$ cat config.mk
export PLATFORM = sky130hd
export DESIGN_NAME = apb_completer_mem
export DESIGN_NICKNAME = d
export VERILOG_FILES = /design/src/rtl/apb_pkg.sv /design/src/rtl/apb_completer_regbank.sv /design/src/rtl/apb_completer_mem.sv
export SDC_FILE = /design/constraint.sdc
export NUM_CORES = 1
export LEC_CHECK = 0
export CAP_MARGIN = 20
export CORE_MARGIN = 3
export CORE_UTILIZATION = 55
export CTS_BUF_LIST = sky130_fd_sc_hd__clkbuf_4 sky130_fd_sc_hd__clkbuf_8 sky130_fd_sc_hd__clkbuf_16
export CTS_CLUSTER_DIAMETER = 60
export DETAILED_ROUTE_END_ITERATION = 10
export HOLD_SLACK_MARGIN = 0.08
export PLACE_DENSITY_LB_ADDON = 0.1
export SYNTH_ARGS = -nofsm -noshare
export SYNTH_HDL_FRONTEND = slang
export SYNTH_SLANG_ARGS = --single-unit
$ cat constraint.sdc
create_clock -name pclk -period 6.77 [get_ports pclk]
set_input_delay 1.354 -clock pclk [delete_from_list [all_inputs] [get_ports pclk]]
set_output_delay 1.354 -clock pclk [all_outputs]
set_load 0.05 [all_outputs]
$ cat src/rtl/apb_pkg.sv
// Shared types and constants for the APB completer memory block.
//
// Contents:
//   apb_cmp_state_e  completer transfer FSM states
//   APB_ID_VALUE     contents of the read-only identification word (word 0)
//   APB_DEF_DEPTH    default number of words in the register bank
package apb_pkg;

  typedef enum logic [1:0] {
    IDLE,
    WAIT,
    READY
  } apb_cmp_state_e;

  localparam logic [31:0] APB_ID_VALUE  = 32'hA9B0_0001;
  localparam int          APB_DEF_DEPTH = 16;

endpackage

$ cat src/rtl/apb_completer_regbank.sv
// Word storage behind the APB completer.
//
// Ports:
//   clk_i    clock, all writes on posedge
//   rst_ni   async active-low reset, clears every word
//   we_i     write enable for the word selected by idx_i
//   idx_i    word index shared by the read and write ports
//   wdata_i  write data
//   strb_i   byte lane enables; lanes with a 0 strobe keep their old value
//   rdata_o  combinational read of the word at idx_i
module apb_completer_regbank #(
  parameter  int DATA_WIDTH = 32,
  parameter  int DEPTH      = 16,
  localparam int IDX_W      = $clog2(DEPTH),
  localparam int STRB_W     = DATA_WIDTH / 8
) (
  input  logic                  clk_i,
  input  logic                  rst_ni,
  input  logic                  we_i,
  input  logic [IDX_W-1:0]      idx_i,
  input  logic [DATA_WIDTH-1:0] wdata_i,
  input  logic [STRB_W-1:0]     strb_i,
  output logic [DATA_WIDTH-1:0] rdata_o
);

  logic [DATA_WIDTH-1:0] mem_q [DEPTH];

  // Byte-granular write port; the top only raises we_i for legal indices.
  always_ff @(posedge clk_i or negedge rst_ni) begin
    if (!rst_ni) begin
      for (int i = 0; i < DEPTH; i++) begin
        mem_q[i] <= '0;
      end
    end else if (we_i) begin
      for (int b = 0; b < STRB_W; b++) begin
        if (strb_i[b]) begin
          mem_q[idx_i][b*8 +: 8] <= wdata_i[b*8 +: 8];
        end
      end
    end
  end

  assign rdata_o = mem_q[idx_i];

endmodule

$ cat src/rtl/apb_completer_mem.sv
// APB completer backed by a word-addressed register bank with a read-only
// ID word at index 0, programmable wait states and error signalling.
//
// Ports:
//   pclk, presetn       clock and async active-low reset
//   psel, penable       APB select and access-phase qualifiers
//   pwrite, paddr       direction and byte address
//   pwdata, pstrb       write data and byte lane strobes
//   ws_cfg              wait states for the transfer, sampled at the setup edge
//   pready              registered transfer-complete flag
//   prdata              registered read data, 0 for writes and errors
//   pslverr             registered error flag, meaningful while pready is high
//
// DATA_WIDTH must be at least 16 so that the alignment bits are non-empty.
module apb_completer_mem
  import apb_pkg::*;
#(
  parameter int                    ADDR_WIDTH = 32,
  parameter int                    DATA_WIDTH = 32,
  parameter int                    DEPTH      = APB_DEF_DEPTH,
  parameter logic [DATA_WIDTH-1:0] ID_VALUE   = DATA_WIDTH'(APB_ID_VALUE)
) (
  input  logic                    pclk,
  input  logic                    presetn,
  input  logic                    psel,
  input  logic                    penable,
  input  logic                    pwrite,
  input  logic [ADDR_WIDTH-1:0]   paddr,
  input  logic [DATA_WIDTH-1:0]   pwdata,
  input  logic [DATA_WIDTH/8-1:0] pstrb,
  input  logic [3:0]              ws_cfg,
  output logic                    pready,
  output logic [DATA_WIDTH-1:0]   prdata,
  output logic                    pslverr
);

  localparam int STRB_W = DATA_WIDTH / 8;
  localparam int LSB    = $clog2(STRB_W);
  localparam int IDX_W  = $clog2(DEPTH);

  apb_cmp_state_e        state_q, state_d;
  logic [3:0]            cnt_q, cnt_d;
  logic [IDX_W-1:0]      idx_q, idx_d;
  logic                  write_q, write_d;
  logic                  err_q, err_d;
  logic [DATA_WIDTH-1:0] wdata_q, wdata_d;
  logic [STRB_W-1:0]     strb_q, strb_d;
  logic                  pready_q, pready_d;
  logic [DATA_WIDTH-1:0] prdata_q, prdata_d;
  logic                  pslverr_q, pslverr_d;

  logic [ADDR_WIDTH-1:0] wordAddr;
  logic [IDX_W-1:0]      decIdx, selIdx;
  logic                  decErr, selErr, selWrite;
  logic [DATA_WIDTH-1:0] bankRdata, loadData;
  logic                  bankWe;

  // Decode of the live bus address; only meaningful at the setup edge.
  assign wordAddr = paddr >> LSB;
  assign decIdx   = wordAddr[IDX_W-1:0];
  assign decErr   = (wordAddr >= ADDR_WIDTH'(DEPTH)) ||
                    (paddr[LSB-1:0] != '0) ||
                    (pwrite && (wordAddr == '0));

  // With zero wait states READY is entered straight from the setup edge, before
  // the transfer attributes are latched, so the response is built from the live
  // decode in IDLE and from the latched copy otherwise.
  assign selIdx   = (state_q == IDLE) ? decIdx : idx_q;
  assign selErr   = (state_q == IDLE) ? decErr : err_q;
  assign selWrite = (state_q == IDLE) ? pwrite : write_q;
  assign loadData = (selErr || selWrite) ? '0 :
                    (selIdx == '0)       ? ID_VALUE : bankRdata;

  apb_completer_regbank #(
    .DATA_WIDTH (DATA_WIDTH),
    .DEPTH      (DEPTH)
  ) u_regbank (
    .clk_i   (pclk),
    .rst_ni  (presetn),
    .we_i    (bankWe),
    .idx_i   (selIdx),
    .wdata_i (wdata_q),
    .strb_i  (strb_q),
    .rdata_o (bankRdata)
  );

  // Transfer FSM. Responses are registered on entry to READY; any exit from
  // READY or WAIT returns the outputs to zero.
  always_comb begin
    state_d   = state_q;
    cnt_d     = cnt_q;
    idx_d     = idx_q;
    write_d   = write_q;
    err_d     = err_q;
    wdata_d   = wdata_q;
    strb_d    = strb_q;
    pready_d  = pready_q;
    prdata_d  = prdata_q;
    pslverr_d = pslverr_q;
    bankWe    = 1'b0;

    unique case (state_q)
      IDLE: begin
        if (psel && !penable) begin
          idx_d   = decIdx;
          err_d   = decErr;
          write_d = pwrite;
          wdata_d = pwdata;
          strb_d  = pstrb;
          cnt_d   = ws_cfg;
          if (ws_cfg == 4'd0) begin
            state_d   = READY;
            pready_d  = 1'b1;
            prdata_d  = loadData;
            pslverr_d = decErr;
          end else begin
            state_d = WAIT;
          end
        end
      end

      WAIT: begin
        if (!psel) begin
          state_d = IDLE;
          cnt_d   = 4'd0;
        end else begin
          cnt_d = cnt_q - 4'd1;
          if (cnt_q == 4'd1) begin
            state_d   = READY;
            pready_d  = 1'b1;
            prdata_d  = loadData;
            pslverr_d = err_q;
          end
        end
      end

      READY: begin
        if (!psel || penable) begin
          // Commit only on a genuine completion; a dropped psel discards it.
          bankWe    = psel && write_q && !err_q;
          state_d   = IDLE;
          pready_d  = 1'b0;
          prdata_d  = '0;
          pslverr_d = 1'b0;
        end
      end

      default: begin
        state_d   = IDLE;
        pready_d  = 1'b0;
        prdata_d  = '0;
        pslverr_d = 1'b0;
      end
    endcase
  end

  always_ff @(posedge pclk or negedge presetn) begin
    if (!presetn) begin
      state_q   <= IDLE;
      cnt_q     <= '0;
      idx_q     <= '0;
      write_q   <= 1'b0;
      err_q     <= 1'b0;
      wdata_q   <= '0;
      strb_q    <= '0;
      pready_q  <= 1'b0;
      prdata_q  <= '0;
      pslverr_q <= 1'b0;
    end else begin
      state_q   <= state_d;
      cnt_q     <= cnt_d;
      idx_q     <= idx_d;
      write_q   <= write_d;
      err_q     <= err_d;
      wdata_q   <= wdata_d;
      strb_q    <= strb_d;
      pready_q  <= pready_d;
      prdata_q  <= prdata_d;
      pslverr_q <= pslverr_d;
    end
  end

  assign pready  = pready_q;
  assign prdata  = prdata_q;
  assign pslverr = pslverr_q;

endmodule

==> results of run 1 <==
[worst max path at each step]
stage                    from  cells past startpoint          to
finish               paddr[2]                      8  prdata[31]
global route         paddr[3]                      8  prdata[30]
CTS                  paddr[3]                      8  prdata[30]
detailed placement   paddr[3]                      8  prdata[19]
global placement     paddr[2]                      8  prdata[15]
floorplan           ws_cfg[0]                      7  prdata[10]
[stage by stage]
step / cell area (sq um) / utilization [%] / cells
floorplan: 27400 / - / 2054
global placement: 28900 / 59.0 / 2730
detailed placement: 28900 / 59.0 / 2730
CTS: 31000 / 63.2 / 2841
global route: 31000 / 63.2 / 2841
finish: 31000 / 63.2 / 2842
[registers in the layout, indices dropped and copies added, names as in the netlist]
register,flops
cnt_q,4
err_q,1
idx_q,4
prdata,32
pready,1
pslverr,1
state_q,2
strb_q,4
u_regbank.mem_q,504
wdata_q,32
write_q,1
[final cells by class]
cell class / instances / share of cell area, %
inverter: 8 / 0.0969
antenna: 1 / 0.00808
multi-input combinational: 1342 / 39.1
timing repair buffer: 130 / 4.18
sequential: 586 / 47.3
clock inverter: 19 / 0.654
clock buffer: 92 / 6.00
tap: 664 / 2.68
[report_power, final]
group	switching [mW]	total, mW	internal (mW)
Sequential	0.407	4.04	3.63
Clock	1.38	3.41	2.04
Combinational	1.08	1.62	0.539
[cells by family (layout without fill, tap and decap cells)]
logic type / count (synthesis) / in the layout / synth area share [%]
buf+inv: 126 / 249 / 2.35
other cells: 0 / 1 / 0
xor+xnor: 2 / 2 / 0.0640
compound gates: 232 / 232 / 6.47
simple gates: 432 / 432 / 9.11
flops: 586 / 586 / 53.6
fa+ha+maj: 2 / 2 / 0.0915
mux: 674 / 674 / 28.3
[layer usage]
metal  track usage [%]  up-vias  share of wire [%]
met5                 0        -                  0
met4              8.24        0                3.1
met3              3.96      137                4.9
met1              36.6     9172                 44
met2              44.0      463                 48
li1                  -     7632                  -
[cells in the mapped netlist (8+ instances only)]
master / number / share of area (%)
a21oi_1: 24 / 0.44
nor4_1: 8 / 0.18
mux2i_1: 121 / 4.4
nand4_1: 26 / 0.59
nand2_1: 259 / 3.6
nor2_1: 14 / 0.19
clkbuf_1: 57 / 0.78
inv_1: 8 / 0.11
buf_4: 11 / 0.30
o21ai_0: 24 / 0.44
nor2_4: 30 / 1.2
nand3_1: 9 / 0.16
mux2_4: 72 / 4.0
dfrtp_1: 586 / 54
nand2_2: 17 / 0.39
o221ai_1: 12 / 0.38
nor2_2: 14 / 0.32
a32oi_1: 98 / 3.1
o21ai_1: 22 / 0.40
nor2_8: 12 / 0.88
mux2_2: 473 / 19
buf_2: 37 / 0.68
buf_6: 10 / 0.41
[placed cells by master (no fill, tap or decap), types with 4 or more instances in the layout]
master,instances
dfrtp_1,586
mux2_2,473
nand2_1,259
mux2i_1,121
clkdlybuf4s50_1,109
a32oi_1,98
mux2_4,72
clkbuf_16,61
nor2_4,35
nand4_1,26
o21ai_0,24
a21oi_1,23
o21ai_1,22
nand2_2,17
buf_4,17
clkbuf_8,16
clkbuf_4,15
nor2_8,12
nor2_1,12
o221ai_1,12
clkinv_2,12
nor2_2,11
nand3_1,9
inv_1,8
nor4_1,8
o22ai_1,6
a211oi_1,6
nand2_8,5
and2_0,5
mux2_1,5
nand2b_1,4
o21ai_2,4
o21a_1,4
nor3_4,4
a22o_1,4
bufinv_16,4
[tightest hold or removal path, delay by kind of cell, from the launching register on]
family          cells  cell delay [ns]
simple gates        1             0.04
compound gates      1             0.06
flops               1             0.34
==> impl_metrics.ini, run 1 <==
[power]
ir_drop_v = 0.000214
p_leak_nw = 14.4
cellPowerDensity_nw_per_um2 = 293
totalPowerFinal_mw = 9.08

[sta]
finalMaxSlewViolations = 0
fin_crit_ns = 4.03
max_freq_mhz = 248
slew_headroom_pct = 24.4
min_period_over_period_pct = 59.5
grt_setup_unrepaired = false
clock_skew_ns = 0.0170
setup_viol = 0
whs_ns = 0.484
hold_viol = 0
fin_tns_setup_ns = 0
setup_ws_ns = 2.74
worst_pin_slew_ns = 1.13

[critical_path]
cpMaxStageDelayCell = nor2_4
path_cells = clkdlybuf4s50_1, or3b_1, nand2_2, buf_4, nor2_4, a221oi_1, or2_1, a31oi_1
path_max_fanout = 25
start_kind = input port
cp-end-kind = register
regToRegEndpoint = prdata[19]
critPathMaxStageDelay_ns = 0.89
worstPathArrival_ns = 4.56
crit_buf_inv = 2
rrSetupSlack_ns = 3.06
path_delay_family = simple AND/OR/NAND/NOR gates
cp.required_ns = 7.30
critical_path_class = input port to register
worst_r2r_path_depth = 6
crit-reg2reg-launch = state_q[0]

[synthesis]
synth_cells = 2054
ys.flop_type = dfrtp_1
synth_area_sq_um = 27400
synth_edf_count = 0
synth_nets = 2133
seq_area_frac_synth_pct = 53.6
ys_async_sr_fraction_pct = 100
synth_area_per_cell_sq_um = 13.3
synth.distinct_cells = 77
synth_warnings = 0
ys_ff_latch = 586

[clock_network]
h-tree-depth = 2
root_buffer = clkbuf_16
cts_setup_buffers = 0
cts_made_buffers = 61
cts_max_path_buffers = 3
hold_buffers = 0
cts.sinks = 586
path_clk_slew_ns = 0.06
tritoncts = built
cts_resized = 0
clock_latency_ns = 0.61

[cells_and_area]
multi_input_area_sq_um = 12100
drive_above_1_share_pct = 36.0
ff_latch_area_sq_um = 14700
num-fill-cells = 3851
nets = 2208
syn2layout_area_growth_pct = 13.3

[routing]
drt_wl_total_um = 69600
drc = 0
wire_per_inst_um = 24.5
drt_first_pass_iters = 5
ant_nets = 0
viasPerCell = 6.12
drt_iter0_markers = 1323
vias = 17400

[die]
die_w_um = 229
dieArea_sq_um = 52400
io_pins = 111
core_sq_um = 49100
num_rows = 81
start_util_pct = 55.8
die_h_um = 229

[global_routing]
grt_pass1_wl_um = 109000
grt_antenna_before_repair = 0
grt_pass1_vias = 18200
grtUsageTotal_pct = 26.6
grt_max_degree = 184
overflow = 0

[placed_design]
gp_congestion = 0.829
dpl.hpwl_um = 43000
port-buffer-count = 110
place_ws_ns = 2.16

[min_path]
worstHoldPathType = register to register
min_delay_path_depth = 2
min_to = prdata[2]
hold_path.startpoint = prdata[2]

[run_status]
run_status = finished, final reports clean

[run]
max-cap-violations = 0
(Power assumes the default switching activity.)
==> inputs of run 2 (changes only) <==
Clock period 6.77 ns to 3.35 ns, I/O delays scaled along.
==> impl_metrics.ini, run 2 (synthesized netlist as in run 1, its figures left out) <==
[run_status]
run_status = finished, final reports clean

[cells_and_area]
final_cell_mix = dfrtp_1, mux2_2, nand2_1
layout_commonest_cell = dfrtp_1
drive_above_1_share_pct = 37.8
regMostFlops = u_regbank.mem_q
num-fill-cells = 3745
largest_reg_flops = 504
n_antenna_cell = 0
syn2layout_area_growth_pct = 15.6
nets = 2276

[die]
dieArea_sq_um = 52400
start_util_pct = 55.8
core_sq_um = 49100
num_rows = 81
die_h_um = 229
die_w_um = 229
io_pins = 111

[global_routing]
overflow = 0
grtUsageTotal_pct = 27.0
grt_antenna_before_repair = 0
grt_max_degree = 87
grt_pass1_vias = 18400
grt_pass1_wl_um = 110000

[sta]
min_period_over_period_pct = 85.3
setup_ws_ns = 0.494
setup_viol = 0
grt_setup_unrepaired = false
worst_pin_slew_ns = 0.984
clock_skew_ns = 0.0170
fin_crit_ns = 2.86
max_freq_mhz = 350
fin_tns_setup_ns = 0
slew_headroom_pct = 34.3
whs_ns = 0.478
hold_viol = 0
finalMaxSlewViolations = 0

[run]
max-cap-violations = 0

[critical_path]
critical_path_class = register to register
path_cells = nor2_2, nand2_1, o31ai_2, nand2_1, buf_4, nor2_2, mux2_2
cpMaxStageDelayCell = nor2_2
path_max_fanout = 13
cp.required_ns = 3.85
worstPathArrival_ns = 3.35
cp-end-kind = register
start_kind = register
path_delay_family = simple AND/OR/NAND/NOR gates
critPathMaxStageDelay_ns = 0.65
crit_buf_inv = 1

[power]
ir_drop_v = 0.000385
totalPowerFinal_mw = 18.5
swShare_pct = 31.8
internal_power_mw = 12.6
p_comb_share_pct = 19.6
cellPowerDensity_nw_per_um2 = 586
pwr-share-seq_pct = 44.1
p_leak_nw = 14.8
clkPwrFrac_pct = 36.3
switchingPower_mw = 5.89

[clock_network]
path_clk_slew_ns = 0.06
cts_made_buffers = 59
clock_latency_ns = 0.63
cts_setup_buffers = 0
cts_max_path_buffers = 3
root_buffer = clkbuf_16
cts_resized = 0
h-tree-depth = 2
tritoncts = built
cts.sinks = 586

[routing]
drt_wl_total_um = 70400
drc = 0
drt_iter0_markers = 1253
drt_first_pass_iters = 5
vias = 17600
ant_nets = 0
viasPerCell = 6.05
wire_per_inst_um = 24.2

[placed_design]
port-buffer-count = 110
dpl.hpwl_um = 46300
place_ws_ns = 0.0780
gp_congestion = 0.847

[min_path]
worstHoldPathType = register to register
run 2: tightest hold or removal path, delay by kind of cell, from the launching register on:
family	cells	cell delay, ns
AOI/OAI and AO/OA	1	0.06
DFF	1	0.34
and+or+nand+nor	1	0.05
run 2: stage by stage:
stage / cells / utilization [%] / instance area (sq um)
2_1_floorplan: 2054 / - / 27400
3_3_place_gp: 2799 / 60.4 / 29600
3_5_place_dp: 2799 / 60.4 / 29600
4_1_cts: 2908 / 64.5 / 31600
5_1_grt: 2908 / 64.5 / 31600
6_report: 2908 / 64.5 / 31600
run 2: power by group through the flow:
stage          Sequential, mW  Clock, mW  Combinational (mW)
2_1_floorplan            7.93          0                2.27
3_3_place_gp             8.26          0                3.59
3_5_place_dp             8.28          0                3.64
4_1_cts                  8.16       6.85                3.65
5_1_grt                  8.24       7.16                3.85
6_report                 8.17       6.72                3.63
run 2: final timing paths:
check	from	endpoint	slack, ns	cells after the start
worst max-delay path	state_q[0]	u_regbank.mem_q[506]	0.49	7
worst min-delay path	prdata[1]	prdata[1]	0.48	2
worst max register to register	state_q[0]	u_regbank.mem_q[506]	0.49	7
worst min register to register	prdata[1]	prdata[1]	0.48	2
max in group asynchronous	presetn	u_regbank.mem_q[353]	1.62	3
min in group asynchronous	presetn	wdata_q[2]	0.57	2
run 2: repair_timing:
action | CTS | global route
hold endpoints to repair | 39 | 0
endpoints found under the setup margin | 0 | 0
hold buffers | 1 | 0
run 2: layout make-up:
cell class | count | area, sq um | area share [%]
clock buffers | 86 | 1770 | 5.61
clock inverters | 22 | 221 | 0.700
inverters | 8 | 30.0 | 0.0950
multi-input cells | 1342 | 12100 | 38.2
flip-flops and latches | 586 | 14700 | 46.4
well taps | 664 | 831 | 2.63
repair buffers | 200 | 2020 | 6.40
run 2: routing by layer:
| metal | wire (um) | global-route usage (%) |
|---|---|---|
| met1 | 31300 | 37.6 |
| met2 | 33700 | 44.0 |
| met3 | 3150 | 4.10 |
| met4 | 2200 | 8.73 |
| met5 | 0 | 0 |
==> inputs of run 3 (changes only) <==
--- a/config.mk
+++ b/config.mk
@@ -9,3 +9,3 @@
 export CORE_MARGIN = 3
-export CORE_UTILIZATION = 55
+export CORE_UTILIZATION = 50
 export CTS_BUF_LIST = sky130_fd_sc_hd__clkbuf_4 sky130_fd_sc_hd__clkbuf_8 sky130_fd_sc_hd__clkbuf_16
@@ -13,3 +13,3 @@
 export DETAILED_ROUTE_END_ITERATION = 10
-export HOLD_SLACK_MARGIN = 0.08
+export HOLD_SLACK_MARGIN = 0.02
 export PLACE_DENSITY_LB_ADDON = 0.1
==> constraint.sdc (replaced) <==
create_clock -name pclk -period 3.35 [get_ports pclk]
set_input_delay 0.5025 -clock pclk [delete_from_list [all_inputs] [get_ports pclk]]
set_output_delay 0.5025 -clock pclk [all_outputs]
set_load 0.05 [all_outputs]
==> impl_metrics.ini, run 3 (synthesized netlist as in run 1, its figures left out) <==
[clock_network]
clock_latency_ns = 0.60
cts_max_path_buffers = 3
cts_setup_buffers = 0
cts_made_buffers = 66
tritoncts = built
path_clk_slew_ns = 0.06
cts_resized = 0
hold_buffers = 1
h-tree-depth = 3
cts.sinks = 586
root_buffer = clkbuf_16

[cells_and_area]
regMostFlops = u_regbank.mem_q
layout_commonest_cell = dfrtp_1
syn2layout_area_growth_pct = 16.7
nets = 2286
largest_reg_flops = 504
final_cell_mix = dfrtp_1, mux2_2, nand2_1
drive_above_1_share_pct = 38.2
num-fill-cells = 4334

[sta]
setup_viol = 0
min_period_over_period_pct = 86.5
slew_headroom_pct = 44.8
worst_pin_slew_ns = 0.828
hold_viol = 0
fin_tns_setup_ns = 0
grt_setup_unrepaired = false
clock_skew_ns = 0.0221
max_freq_mhz = 345
whs_ns = 0.489
finalMaxSlewViolations = 0
fin_crit_ns = 2.90

[critical_path]
path_max_fanout = 15
cp-startpoint = state_q[0]
critical_path_class = register to register
regToRegEndpoint = u_regbank.mem_q[412]
crit-reg2reg-launch = state_q[0]
rrSetupSlack_ns = 0.45
start_kind = register
cp-end-kind = register
worst_r2r_path_depth = 5
worstPathArrival_ns = 3.37
cp.required_ns = 3.82

[routing]
viasPerCell = 5.94
drc = 0
wire_per_inst_um = 24.4
drt_iter0_markers = 1000
drt_wl_total_um = 72000
drt_first_pass_iters = 5
vias = 17600
ant_nets = 0

[power]
ir_drop_v = 0.000395
cellPowerDensity_nw_per_um2 = 598
p_leak_nw = 14.9

[placed_design]
dpl.hpwl_um = 46600
gp_congestion = 0.838
port-buffer-count = 110

[global_routing]
grtUsageTotal_pct = 25.7
grt_max_degree = 84
grt_pass1_vias = 18400
overflow = 0
grt_pass1_wl_um = 112000
grt_antenna_before_repair = 1

[die]
num_rows = 85
die_w_um = 240
die_h_um = 240
start_util_pct = 50.7
io_pins = 111
core_sq_um = 53900
dieArea_sq_um = 57500

[run]
max-cap-violations = 0

[min_path]
hold_path.startpoint = prdata[19]
min_delay_path_depth = 2
min_to = prdata[19]
worstHoldPathType = register to register

[run_status]
run_status = finished, final reports clean
==> run 3: changes by cell type in the layout (fill, tap and decap cells not counted) <==
cell / change
inv_6: -1
clkbuf_16: +12
clkbuf_8: +2
clkinv_2: -7
diode_2: +1
buf_12: -2
bufinv_16: -3
buf_8: +1
inv_8: +1
clkinvlp_4: +3
buf_4: +4
clkbuf_4: +2
clkinv_4: +2
==> run 3: worst max-delay path by stage <==
stage	endpoint	cells past startpoint
global placement	u_regbank.mem_q[75]	6
global route	prdata[0]	7
finish	u_regbank.mem_q[412]	5
CTS	prdata[0]	7
detailed placement	u_regbank.mem_q[91]	6
floorplan	u_regbank.mem_q[288]	7
==> run 3: stage by stage <==
stage / setup slack, ns / utilization [%] / total power [mW] / std cells / cell area (sq um)
floorplan: 1.05 / - / 10.2 / 2054 / 27400
global route: 0.335 / 59.2 / 19.9 / 2954 / 31900
detailed placement: 0.131 / 55.0 / 11.8 / 2834 / 29700
global placement: 0.174 / 55.0 / 11.8 / 2833 / 29600
finish: 0.453 / 59.2 / 19.1 / 2955 / 31900
CTS: 0.493 / 59.2 / 19.3 / 2954 / 31900
==> run 3: metal layers <==
metal / wire length (um) / global-route usage (%) / vias to the layer above
li1: - / - / 7793
met1: 32000 / 35.3 / 9268
met2: 35000 / 42.1 / 357
met3: 2710 / 3.93 / 144
met4: 2240 / 8.67 / 2
met5: 11 / 0 / -
==> run 3: critical path, stage by stage (launching register included) <==
cell	delay, ns
dfrtp_1	0.58
nor2_2	0.72
a31oi_4	0.24
buf_4	0.24
nor3_4	0.58
mux2_2	0.41
==> run 3: cell type report <==
| cell class | count | area (sq um) | share of cell area [%] |
|---|---|---|---|
| inverters | 8 | 30.0 | 0.0941 |
| clock buffers | 102 | 2120 | 6.63 |
| flip-flops and latches | 586 | 14700 | 45.9 |
| repair buffers | 203 | 2030 | 6.35 |
| well taps | 696 | 871 | 2.73 |
| clock inverters | 17 | 139 | 0.435 |
| diodes | 1 | 2.50 | 0.00784 |
| multi-input cells | 1342 | 12100 | 37.8 |
==> run 3: power by group <==
| group | switching [mW] | total [mW] | leakage, nW | internal [mW] |
|---|---|---|---|---|
| registers | 0.797 | 8.14 | 8.08 | 7.35 |
| logic | 2.26 | 3.58 | 5.67 | 1.32 |
| clock network | 2.93 | 7.37 | 1.13 | 4.45 |
